`src/rtl/mux2_32.sv`:
```
// mux2_32: two-input word selector for the MIPS datapath (ALUSrc, MemtoReg,
// RegDst, PC-source) with an optional registered copy for pipeline use.
//
// Ports:
//   in1       [WIDTH] data selected when select = 0
//   in2       [WIDTH] data selected when select = 1
//   out       [WIDTH] combinational selection (zero-cycle latency)
//   select    [1]     0 -> in1, 1 -> in2
//   clk       [1]     rising-edge clock, registered path only
//   reset     [1]     synchronous active-high reset of the registered path
//   en        [1]     load strobe for out_q
//   out_q     [WIDTH] registered selection (one-cycle latency)
//   out_valid [1]     out_q holds data loaded since the last reset
module mux2_32 #(
  parameter int unsigned WIDTH = 32
) (
  input  logic [WIDTH-1:0] in1,
  input  logic [WIDTH-1:0] in2,
  output logic [WIDTH-1:0] out,
  input  logic             select,
  input  logic             clk,
  input  logic             reset,
  input  logic             en,
  output logic [WIDTH-1:0] out_q,
  output logic             out_valid
);

  logic [WIDTH-1:0] data_d;
  logic [WIDTH-1:0] data_q;
  logic             valid_d;
  logic             valid_q;

  // Combinational selection; X on select is left to propagate naturally.
  assign out = select ? in2 : in1;

  // Next-state for the output register: load on en, otherwise hold.
  always_comb begin
    data_d  = data_q;
    valid_d = valid_q;
    if (en) begin
      data_d  = out;
      valid_d = 1'b1;
    end
  end

  // Synchronous reset takes priority over a simultaneous load.
  always_ff @(posedge clk) begin
    if (reset) begin
      data_q  <= '0;
      valid_q <= 1'b0;
    end else begin
      data_q  <= data_d;
      valid_q <= valid_d;
    end
  end

  assign out_q     = data_q;
  assign out_valid = valid_q;

endmodule

```
`config.mk`:
```
export PLATFORM = sky130hd
export DESIGN_NAME = mux2_32
export DESIGN_NICKNAME = d
export VERILOG_FILES = /design/src/rtl/mux2_32.sv
export SDC_FILE = /design/constraint.sdc
export NUM_CORES = 1
export LEC_CHECK = 0
export ABC_AREA = 1
export BUFFER_PORTS_ARGS = -buffer_cell sky130_fd_sc_hd__buf_2
export CORE_MARGIN = 2
export CORE_UTILIZATION = 44
export CTS_BUF_LIST = sky130_fd_sc_hd__clkbuf_8 sky130_fd_sc_hd__clkbuf_16
export DETAILED_ROUTE_END_ITERATION = 10
export GPL_TIMING_DRIVEN = 0
export PLACE_DENSITY_LB_ADDON = 0.05
export SYNTH_ARGS = -nofsm -noshare
export SYNTH_HDL_FRONTEND = slang
export SYNTH_SLANG_ARGS = --single-unit
```
`constraint.sdc`:
```
create_clock -name clk -period 1.1 [get_ports clk]
set_input_delay 0.22 -clock clk [delete_from_list [all_inputs] [get_ports clk]]
set_output_delay 0.22 -clock clk [all_outputs]
set_load 0.05 [all_outputs]
```
==> impl_results.md <==
- Status: finished with violations
- Failing checks: negative setup slack
- Seq/Total Area, Yosys: 35.85%
- Routed len/inst: 11.03 um
- CTS Sinks: 33
- Synthesis warning total: 0
- Crit path top cell by count: buf_8
- Post-synth cell types: 10
- Cell area power density: 1276 mW/mm2
- Worst setup EP type: output port
- Clk slew on worst S/H paths: 0.07 ns
- Most common cell after layout, fill and taps aside: nand2_1
- First-pass GRT wire length: 7.810 mm
- Synth Register Bits: 33
- Final hold slack: 0.2509 ns
- Vias in the first global route: 1,861
- Main combinational cell family by area after synthesis: simple AND/OR/NAND/NOR gates
- Via count: 2,286
- Post-Syn Nets: 378
- Fin Clk Skew: 0 ns
- Synth Cell Area: 0.001843 mm2
- Tot GR Track Use: 21.96%
- Reg-to-Reg Start: out_q[10]
- Synth area leader: dfxtp_1
- Kind of critical path: input pin to output port
- Period utilization: 100.6%
- CP max-delay cell: buf_8
- TritonCTS Buffers: 5
- CP cell instances: buf_8, clkinv_8, buf_8, nand2_1, nand2_2, buf_8
- R2r setup slk: 0.44 ns
- Antenna violations before repair: 0
- Maximum capacitance violations: 0
- Remaining antenna violation count: 0
- Final setup margin: -0.006563 ns
- DRC viols: 0
- Post-Synthesis Cells: 310
- Clk Latency, worst-skew pair: 0.27 ns
- Met2 usage in global routing: 38.46%
- Levels on crit path: 6
- Io pins: 133
- Clock Path Buffers: 2
- Final Hold Viols: 0
- Vias/cell: 4.590
- GRT busiest layer: met2
- Die area: 0.004722 mm2
- Global route total overflow: 0
- Met1 GRT Util: 25.98%
- Chip width: 68.72 um
- Post-Synth XOR/XNOR Area: 0%
- Finish-stage setup viols: 1
- Place WS: -0.07696 ns
- Initial Util: 45.75%
- Unrepaired setup endpoints after global routing: yes
- Final net count: 515
- Largest net degree at the start of global routing: 11
- Hold path cells: 5
- Final min period: 1.107 ns
- Drt first-iter violations: 82
- CTS tree: yes
- Layout cells sized above 1: 46.21%
- CP Launch Point: select
- P_leak: 1.862 nW
- VDD IR max: 0.8927 mV
- Synth Area in Simple Gates: 49.56%
- Die height: 68.72 um
- Met3 Track Usage GR: 4.870%
- Core area: 0.004029 mm2
- DPL Wire Length: 3.922 mm
- RePlAce Congestion: 0.7815
- Antenna diode count: 0
- Worst Path Required: 0.88 ns
- Commonest cells after routing, fill and taps aside: 78 x nand2_1, 73 x buf_2, 66 x nor2_1, 50 x nand2_2, 33 x dfxtp_1
- Area occupied by multi-input gates: 0.001013 mm2
- Synth top area cells: dfxtp_1 36%, nand2_1 24%, nor2_1 13%
- Placed cell count: 489
- Syn_area_per_cell: 5.945 um2
- Slew Viols, Final: 0
- Compound-Gate Fraction of Synth Area: 0%
- Critical path's top delay family: buffers and inverters
- Post-Layout Cell Count: 498
- Total power: 3.963 mW
- IO Port Bufs: 129
- Worst Path Buf+Inv: 4
- Hold Path Class: input pin to flop
- Min-delay src: in1[22]
- First-pass detailed-route iteration total: 4
- H-tree levels: 2
- Multiplexer share of the synthesized area: 0%
- Filler instances: 329
- Row cnt: 23
- P&R area growth vs syn: 68.50%
- Fmax: 903.7 MHz
- Reg2reg path depth: 4
- Root Buffer: clkbuf_8
- Adder-Cell Fraction of Synth Area: 0%
- CP peak stage delay: 0.15 ns
- Measured slew at the worst slew-check pin: 0.2542 ns
- Crit path max fanout: 10
- Post-Route WL: 5.495 mm
- Post-synth top area share: 35.85%
- Crit path DAT: 0.89 ns
- FF/Latch Area: 660.6 um2
- Worst setup SP type: input pin
- Relative slew margins: 83.17%
-- registers in the layout, indices dropped and copies added, names as in the netlist --
name       cells
out_valid      1
out_q         32
-- worst min-delay path, cell delays in order --
cell,delay [ns]
buf_2,0.08
nand2_2,0.05
nand3_1,0.06
nand2_1,0.05
inv_1,0.04
-- cells in the mapped netlist --
cell type and n:
nand2_1 118, buf_6 6, nand3_1 32, nand2_2 10, dfxtp_1 33, buf_4 5, nor2_1 66, buf_2 7
inv_6 1, inv_1 32
-- final cells by class --
cell class	instances	share of cell area [%]
buffer	18	5.399
clock buffer	7	3.102
clock inverter	1	0.1612
inverter	33	4.392
multi-input combinational	226	32.63
sequential	33	21.27
tap	50	2.015
timing repair buffer	130	31.02
-- stage by stage --
step | util, % | area, um2 | setup TNS, ns
2_1_floorplan | - | 1918 | 0
3_3_place_gp | 65.19 | 2626 | -1.664
3_5_place_dp | 65.19 | 2626 | -1.975
4_1_cts | 72.58 | 2924 | 0
5_1_grt | 77.08 | 3105 | -0.1288
6_report | 77.08 | 3105 | -0.006563
-- kinds of logic (layout without fill, tap and decap cells) --
logic type    Yosys count  count (layout)
buf+inv                51             189
flops                  33              33
simple gates          226             226
-- worst paths after layout --
check                                 end
worst max register to register  out_q[10]
worst max-delay path              out[15]
worst min-delay path            out_q[22]
worst min register to register  out_valid
-- power breakdown --
part	internal, mW	total, mW	switching (mW)
registers	1.28	1.33	0.0426
clock network	0.565	0.984	0.419
logic	0.577	1.65	1.08
-- layer usage --
layer / vias to the layer above / wire [um] / share of wire (%)
met5: - / 0 / 0
met2: 81 / 2817 / 51
met4: 0 / 59 / 1.1
li1: 1193 / - / -
met3: 6 / 349 / 6.4
met1: 1006 / 2270 / 41
-- what timing repair did --
action	CTS	global route
hold buffers	0	0
setup buffers	0	0
resized for setup	68	52
setup endpoints to repair	47	47
cloned	0	1
endpoints found under the hold margin	0	0
pin swaps	0	0
Note: power is estimated with default switching activity, not from simulation.
